$ cat src/rtl/mem_arbiter_n_if.sv
// Request/grant bundle between the memory masters and mem_arbiter_n.
// nb_timeouts is present only when MEM_ARB_URGENT_TIMEOUT_EN is defined.
interface mem_arbiter_n_if #(
    parameter int N_MASTERS = 3,
    parameter int HOLD_MAX  = 2,
    parameter int CNT_W     = 32
);
    logic [N_MASTERS-1:0]           req;
    logic [N_MASTERS-1:0]           done;
    logic [N_MASTERS-1:0]           grant;
    logic [$clog2(N_MASTERS+1)-1:0] grant_id;
    logic [$clog2(HOLD_MAX+1)-1:0]  grant_cnt;
    logic                           preempt_grant;
    logic [CNT_W-1:0]               nb_interrupts;
`ifdef MEM_ARB_URGENT_TIMEOUT_EN
    logic [CNT_W-1:0]               nb_timeouts;

    modport master (
        output req, done,
        input  grant, grant_id, grant_cnt, preempt_grant, nb_interrupts, nb_timeouts
    );
    modport slave (
        input  req, done,
        output grant, grant_id, grant_cnt, preempt_grant, nb_interrupts, nb_timeouts
    );
`else
    modport master (
        output req, done,
        input  grant, grant_id, grant_cnt, preempt_grant, nb_interrupts
    );
    modport slave (
        input  req, done,
        output grant, grant_id, grant_cnt, preempt_grant, nb_interrupts
    );
`endif
endinterface

$ cat src/rtl/mem_arbiter_n.sv
// Shared memory port arbiter: urgent master 0 with preemption, round-robin among 1..N-1.
// Optional macro MEM_ARB_URGENT_TIMEOUT_EN bounds idle-won urgent grants to URGENT_TMO cycles.
module mem_arbiter_n #(
    parameter int N_MASTERS  = 3,
    parameter int HOLD_MAX   = 2,
    parameter int CNT_W      = 32,
    parameter int URGENT_TMO = 64
) (
    input  logic           clk,
    input  logic           reset,
    mem_arbiter_n_if.slave bus
);
    localparam int IDX_W = $clog2(N_MASTERS);
    localparam int GID_W = $clog2(N_MASTERS + 1);
    localparam int CW    = $clog2(HOLD_MAX + 1);

    if (N_MASTERS < 2 || N_MASTERS > 16) begin : g_bad_n
        $error("mem_arbiter_n: N_MASTERS must be in 2..16");
    end
    if (HOLD_MAX < 2) begin : g_bad_hold
        $error("mem_arbiter_n: HOLD_MAX must be >= 2");
    end
    if (URGENT_TMO < 1) begin : g_bad_tmo
        $error("mem_arbiter_n: URGENT_TMO must be >= 1");
    end

    // One-hot so that any corrupted encoding falls into the default recovery arm
    typedef enum logic [3:0] {
        IDLE     = 4'b0001,
        URG_LONG = 4'b0010,
        URG_PRE  = 4'b0100,
        NRM      = 4'b1000
    } mode_t;

    mode_t            mode_q, mode_d;
    logic [IDX_W-1:0] holder_q, holder_d;
    logic [IDX_W-1:0] rr_ptr_q, rr_ptr_d;
    logic [CW-1:0]    cnt_q, cnt_d;
    logic [CNT_W-1:0] nb_int_q, nb_int_d;
`ifdef MEM_ARB_URGENT_TIMEOUT_EN
    localparam int TW = $clog2(URGENT_TMO + 1);
    logic [TW-1:0]    tmo_q, tmo_d;
    logic [CNT_W-1:0] nb_tmo_q, nb_tmo_d;
`endif

    logic             rr_found;
    logic [IDX_W-1:0] rr_idx;
    int               rr_best;
    int               rr_dist;
    logic             do_arb;
    logic             excl_urgent;
    logic [N_MASTERS-1:0] grant_o;
    logic [GID_W-1:0]     grant_id_o;

    // Round-robin candidate: requester with the smallest wrapped distance from rr_ptr
    always_comb begin
        rr_found = 1'b0;
        rr_idx   = '0;
        rr_best  = N_MASTERS;
        rr_dist  = 0;
        for (int i = 1; i < N_MASTERS; i++) begin
            rr_dist = (i - int'(rr_ptr_q) + N_MASTERS - 1) % (N_MASTERS - 1);
            if (bus.req[i] && rr_dist < rr_best) begin
                rr_best  = rr_dist;
                rr_idx   = IDX_W'(i);
                rr_found = 1'b1;
            end
        end
    end

    always_comb begin
        mode_d      = mode_q;
        holder_d    = holder_q;
        cnt_d       = cnt_q;
        rr_ptr_d    = rr_ptr_q;
        nb_int_d    = nb_int_q;
`ifdef MEM_ARB_URGENT_TIMEOUT_EN
        tmo_d       = tmo_q;
        nb_tmo_d    = nb_tmo_q;
`endif
        do_arb      = 1'b0;
        excl_urgent = 1'b0;

        case (mode_q)
            IDLE: do_arb = 1'b1;
            URG_LONG: begin
                if (bus.done[0]) begin
                    do_arb      = 1'b1;
                    excl_urgent = 1'b1;
                end
`ifdef MEM_ARB_URGENT_TIMEOUT_EN
                else if (tmo_q >= TW'(URGENT_TMO)) begin
                    do_arb      = 1'b1;
                    excl_urgent = 1'b1;
                    if (nb_tmo_q != '1) nb_tmo_d = nb_tmo_q + CNT_W'(1);
                end
`endif
                else begin
                    if (cnt_q < CW'(HOLD_MAX)) cnt_d = cnt_q + CW'(1);
`ifdef MEM_ARB_URGENT_TIMEOUT_EN
                    tmo_d = tmo_q + TW'(1);
`endif
                end
            end
            URG_PRE: begin
                if (bus.done[0] || cnt_q >= CW'(HOLD_MAX)) begin
                    do_arb      = 1'b1;
                    excl_urgent = 1'b1;
                end else begin
                    cnt_d = cnt_q + CW'(1);
                end
            end
            NRM: begin
                // A holder's done wins over a simultaneous urgent request: release, not preemption
                if (bus.done[holder_q]) begin
                    do_arb = 1'b1;
                end else if (bus.req[0] && cnt_q < CW'(HOLD_MAX)) begin
                    mode_d   = URG_PRE;
                    holder_d = '0;
                    cnt_d    = CW'(1);
                    if (nb_int_q != '1) nb_int_d = nb_int_q + CNT_W'(1);
                end else if (cnt_q >= CW'(HOLD_MAX)) begin
                    do_arb = 1'b1;
                end else begin
                    cnt_d = cnt_q + CW'(1);
                end
            end
            default: begin
                mode_d   = IDLE;
                holder_d = '0;
                cnt_d    = '0;
            end
        endcase

        if (do_arb) begin
            if (bus.req[0] && !excl_urgent) begin
                mode_d   = URG_LONG;
                holder_d = '0;
                cnt_d    = CW'(1);
`ifdef MEM_ARB_URGENT_TIMEOUT_EN
                tmo_d    = TW'(1);
`endif
            end else if (rr_found) begin
                mode_d   = NRM;
                holder_d = rr_idx;
                cnt_d    = CW'(1);
                rr_ptr_d = (rr_idx == IDX_W'(N_MASTERS - 1)) ? IDX_W'(1) : rr_idx + IDX_W'(1);
            end else begin
                mode_d   = IDLE;
                holder_d = '0;
                cnt_d    = '0;
            end
        end
    end

    always_ff @(posedge clk or posedge reset) begin
        if (reset) begin
            mode_q   <= IDLE;
            holder_q <= '0;
            rr_ptr_q <= IDX_W'(1);
            cnt_q    <= '0;
            nb_int_q <= '0;
`ifdef MEM_ARB_URGENT_TIMEOUT_EN
            tmo_q    <= '0;
            nb_tmo_q <= '0;
`endif
        end else begin
            mode_q   <= mode_d;
            holder_q <= holder_d;
            rr_ptr_q <= rr_ptr_d;
            cnt_q    <= cnt_d;
            nb_int_q <= nb_int_d;
`ifdef MEM_ARB_URGENT_TIMEOUT_EN
            tmo_q    <= tmo_d;
            nb_tmo_q <= nb_tmo_d;
`endif
        end
    end

    always_comb begin
        grant_o    = '0;
        grant_id_o = '0;
        case (mode_q)
            URG_LONG, URG_PRE: begin
                grant_o[0] = 1'b1;
                grant_id_o = GID_W'(1);
            end
            NRM: begin
                grant_o[holder_q] = 1'b1;
                grant_id_o        = GID_W'(holder_q) + GID_W'(1);
            end
            default: ;
        endcase
    end

    assign bus.grant         = grant_o;
    assign bus.grant_id      = grant_id_o;
    assign bus.grant_cnt     = (mode_q == URG_LONG || mode_q == URG_PRE || mode_q == NRM) ? cnt_q : '0;
    assign bus.preempt_grant = (mode_q == URG_PRE);
    assign bus.nb_interrupts = nb_int_q;
`ifdef MEM_ARB_URGENT_TIMEOUT_EN
    assign bus.nb_timeouts   = nb_tmo_q;
`endif
endmodule

$ cat src/flat_wrapper.sv
// flat-port wrapper written by rule: the top's interface ports become plain ports
module mem_arbiter_n_flat 
#(
    parameter int N_MASTERS  = 3,
    parameter int HOLD_MAX   = 2,
    parameter int CNT_W      = 32,
    parameter int URGENT_TMO = 64
)
  (clk, reset, bus_req, bus_done, bus_grant, bus_grant_id, bus_grant_cnt, bus_preempt_grant, bus_nb_interrupts);
  mem_arbiter_n_if #(.N_MASTERS(N_MASTERS), .HOLD_MAX(HOLD_MAX), .CNT_W(CNT_W)) bus_i ();
  input  logic clk;
  input  logic reset;
  input wire logic [$bits(bus_i.req)-1:0] bus_req;
  input wire logic [$bits(bus_i.done)-1:0] bus_done;
  output wire logic [$bits(bus_i.grant)-1:0] bus_grant;
  output wire logic [$bits(bus_i.grant_id)-1:0] bus_grant_id;
  output wire logic [$bits(bus_i.grant_cnt)-1:0] bus_grant_cnt;
  output wire logic [$bits(bus_i.preempt_grant)-1:0] bus_preempt_grant;
  output wire logic [$bits(bus_i.nb_interrupts)-1:0] bus_nb_interrupts;
  assign bus_i.req = bus_req;
  assign bus_i.done = bus_done;
  assign bus_grant = bus_i.grant;
  assign bus_grant_id = bus_i.grant_id;
  assign bus_grant_cnt = bus_i.grant_cnt;
  assign bus_preempt_grant = bus_i.preempt_grant;
  assign bus_nb_interrupts = bus_i.nb_interrupts;
  mem_arbiter_n #(.N_MASTERS(N_MASTERS), .HOLD_MAX(HOLD_MAX), .CNT_W(CNT_W), .URGENT_TMO(URGENT_TMO)) u_core (.clk(clk), .reset(reset), .bus(bus_i));
endmodule
$ cat config.mk
export PLATFORM = sky130hd
export DESIGN_NAME = mem_arbiter_n_flat
export DESIGN_NICKNAME = d
export VERILOG_FILES = /design/src/rtl/mem_arbiter_n_if.sv /design/src/rtl/mem_arbiter_n.sv /design/src/flat_wrapper.sv
export SDC_FILE = /design/constraint.sdc
export NUM_CORES = 1
export LEC_CHECK = 0
export BUFFER_PORTS_ARGS = -buffer_cell sky130_fd_sc_hd__buf_4
export CORE_MARGIN = 5
export CORE_UTILIZATION = 50
export CTS_CLUSTER_DIAMETER = 80
export DETAILED_ROUTE_END_ITERATION = 7
export GPL_TIMING_DRIVEN = 0
export PLACE_DENSITY = 0.73
export SLEW_MARGIN = 20
export SYNTH_ARGS = -nofsm -noshare
export SYNTH_HDL_FRONTEND = slang
export SYNTH_SLANG_ARGS = --single-unit
$ cat constraint.sdc
create_clock -name clk -period 2.86 [get_ports clk]
set_input_delay 0.143 -clock clk [delete_from_list [all_inputs] [get_ports clk]]
set_output_delay 0.143 -clock clk [all_outputs]
set_load 0.01 [all_outputs]
==> impl_metrics.tcl <==
set metrics [dict create \
    holdPathEnd "u_core.mode_q[0]" \
    drtIter0Drc 148 \
    grt_pass1_wl_mm 9.36 \
    end_kind "register" \
    arrival_ns 2.73 \
    postRouteAntennaNets 0 \
    synth_fp_nets 245 \
    path_class "reg -> reg" \
    vias 1967 \
    postSynthAreaPerCell_um2 10.1 \
    p_int_mw 1.14 \
    startpoint_type "register" \
    final_max_slew_viol_count 0 \
    die_y_um 78.5 \
    detail_route.wl_per_cell_um 15.8 \
    switching_share_pct 35.2 \
    ys_async_sr_fraction_pct 100 \
    yosysUniqueCellTypes 54 \
    clock_skew_ns 0.0115 \
    hold_class "in -> reg" \
    r2r_setup_slack_ns 0.31 \
    cts_sinks 41 \
    hold_viol 0 \
    hpwl_mm 4.00 \
    syn_area_um2 2340 \
    register_area_um2 1030 \
    clockPowerShare_pct 23.9 \
    clock_latency_ns 0.30 \
    fp-row-count 25 \
    rsz0062_at_grt "false" \
    numPortBuffers 47 \
    power_frac_seq_pct 41.6 \
    synth_top_cell_by_area "dfrtp_1" \
    num_io_pins 48 \
    synth_flop_cell "dfrtp_1" \
    gp_congestion 0.858 \
    drc_errors 0 \
    vias_per_cell 5.75 \
    htree_levels 2 \
    cts_root_buffer "clkbuf_8" \
    grt_max_degree 31 \
    synthCells 231 \
    finalSetupViolCount 0 \
    holdPathStages 2 \
    min_period_over_period_pct 89.3 \
    diodes 0 \
    synth-seq-cells 41 \
    clock_path_buffers 2 \
    ys_warn_count 0 \
    total_leakage_power_nw 1.28 \
    relSlewSlack_pct 42.7 \
    p_switching_mw 0.620 \
    r2r_start "u_core.mode_q[2]" \
    nNetsFinal 301 \
    final_common_cell "buf_4" \
    coreArea_um2 4630 \
    final_layout_size_suffix_gt1_share_pct 24.0 \
    worst_pin_slew_ns 0.848 \
    post-cts-setup-buffers 0 \
    grt_remaining_overflow 0 \
    fin_setup_tns_ns 0 \
    first_pass_iters 4 \
    multiInputGateArea_um2 1250 \
    grt_usage_pct 19.2 \
    cts_tree "yes" \
    synth_area_leaders "dfrtp_1, xnor2_1, nand4_1" \
    layout_min_cycle_time_ns 2.55 \
    antenna_found_initial 0 \
    hold_path_startpoint "bus_req[2]" \
    area_growth_pct 23.5 \
    path_clk_slew_ns 0.08 \
    worstPathMaxFanout 10 \
    dieWidth_um 78.5 \
    initial_utilization_pct 50.6 \
    final_cell_mix "buf_4, dfrtp_1, xnor2_1" \
    cts_buffers 5 \
    die-area_um2 6160 \
    wl_mm 5.39 \
    ys_seq_area_share_pct 43.9 \
    status "finished clean" \
    required_ns 3.04 \
    timing.rr.end "u_core.bus.nb_interrupts[21]" \
    drv_cap 0 \
    p_comb_share_pct 34.5 \
    synth_edf_count 0 \
    grt_pass1_vias 1970 \
    ir_worst_vdd_mv 0.268 \
    post-route-util_pct 62.5 \
    power_density_nw_per_um2 609 \
    synth_top_area_share_pct 41.6 \
    clock.fmax_mhz 392 \
    worst-r2r-cell-count 6 \
    fillers 396 \
]
[state kept, by name, summed over array words and instances (netlist names)]
signal                    count
u_core.cnt_q                  2
u_core.mode_q                 4
u_core.rr_ptr_q               1
u_core.holder_q               2
u_core.bus.nb_interrupts     32
[per-layer routing]
layer	global-route usage [%]	part of all wire, %
met1	25.0	46
met2	30.8	47
met3	4.59	5.7
met4	7.69	1.4
met5	0	0
[what timing repair did]
| item | 4_1_cts | 5_1_grt |
|---|---|---|
| hold buffers | 1 | 0 |
| hold endpoints to repair | 11 | 0 |
| gates resized for setup | 0 | 0 |
[layout make-up]
| cell class | count | area share, % |
|---|---|---|
| buffer | 5 | 0.691 |
| clock buffer | 7 | 3.33 |
| clock inverter | 1 | 0.173 |
| inverter | 11 | 1.43 |
| multi-input combinational | 174 | 43.3 |
| sequential | 41 | 35.5 |
| tap | 54 | 2.33 |
| timing repair buffer | 49 | 13.2 |
[cells by family after synthesis]
family	synth area share, %
simple gates	24.9
buf+inv	2.62
flops	43.9
other cells	0.160
fa+ha+maj	3.20
compound gates	11.9
xor+xnor	12.0
mux	1.39
[worst max path at each step]
stage,startpoint,end,slack (ns),cells after the start
2_1_floorplan,u_core.mode_q[1],u_core.bus.nb_interrupts[15],0.66,5
3_3_place_gp,u_core.mode_q[2],u_core.bus.nb_interrupts[21],0.36,6
3_5_place_dp,u_core.mode_q[2],u_core.bus.nb_interrupts[19],0.34,6
4_1_cts,u_core.mode_q[2],u_core.bus.nb_interrupts[21],0.31,6
5_1_grt,u_core.mode_q[0],u_core.mode_q[0],0.06,6
6_report,u_core.mode_q[2],u_core.bus.nb_interrupts[21],0.31,6
[power groups by stage]
stage	logic [mW]	clock network, mW	registers, mW
after global placement	0.591	0	0.743
after floorplan	0.435	0	0.731
after detailed placement	0.607	0	0.744
after CTS	0.609	0.430	0.732
after global routing	0.687	0.465	0.745
final	0.608	0.421	0.733
[synth_stat cells, types with 2 or more instances]
library cell,n
dfstp_2,2
o21ai_0,5
nor2_1,12
nand3_1,12
and3_1,4
inv_1,11
nand2_1,20
mux2_2,2
xnor2_1,27
xor2_1,5
dfrtp_1,39
nand3b_1,3
and2_1,6
ha_1,6
nor4b_1,4
and4_1,4
nand2b_1,4
clkbuf_1,4
o32a_1,2
nor4_1,3
a21oi_1,5
nor3_1,4
nand4_1,15
o21a_1,2
[worst max-delay path: stages, from the launching register on]
cell       delay (ns)
dfrtp_1          0.38
buf_2            0.19
nor4b_4          0.40
o2111ai_2        0.31
nor4_2           0.77
nand4b_1         0.20
xnor2_1          0.18
[stage by stage]
step                      hold slack [ns]  cells  area, um2  total power, mW  setup slack (ns)
after global placement              0.369    332       2760             1.33             0.357
after detailed placement            0.107    333       2780             1.35             0.341
after global routing               0.0537    342       2900             1.90            0.0617
after floorplan                     0.220    231       2340             1.17             0.656
after CTS                          0.0496    342       2900             1.77             0.310
final                              0.0608    342       2900             1.76             0.307
No activity file was read; power rests on OpenSTA's default activity.
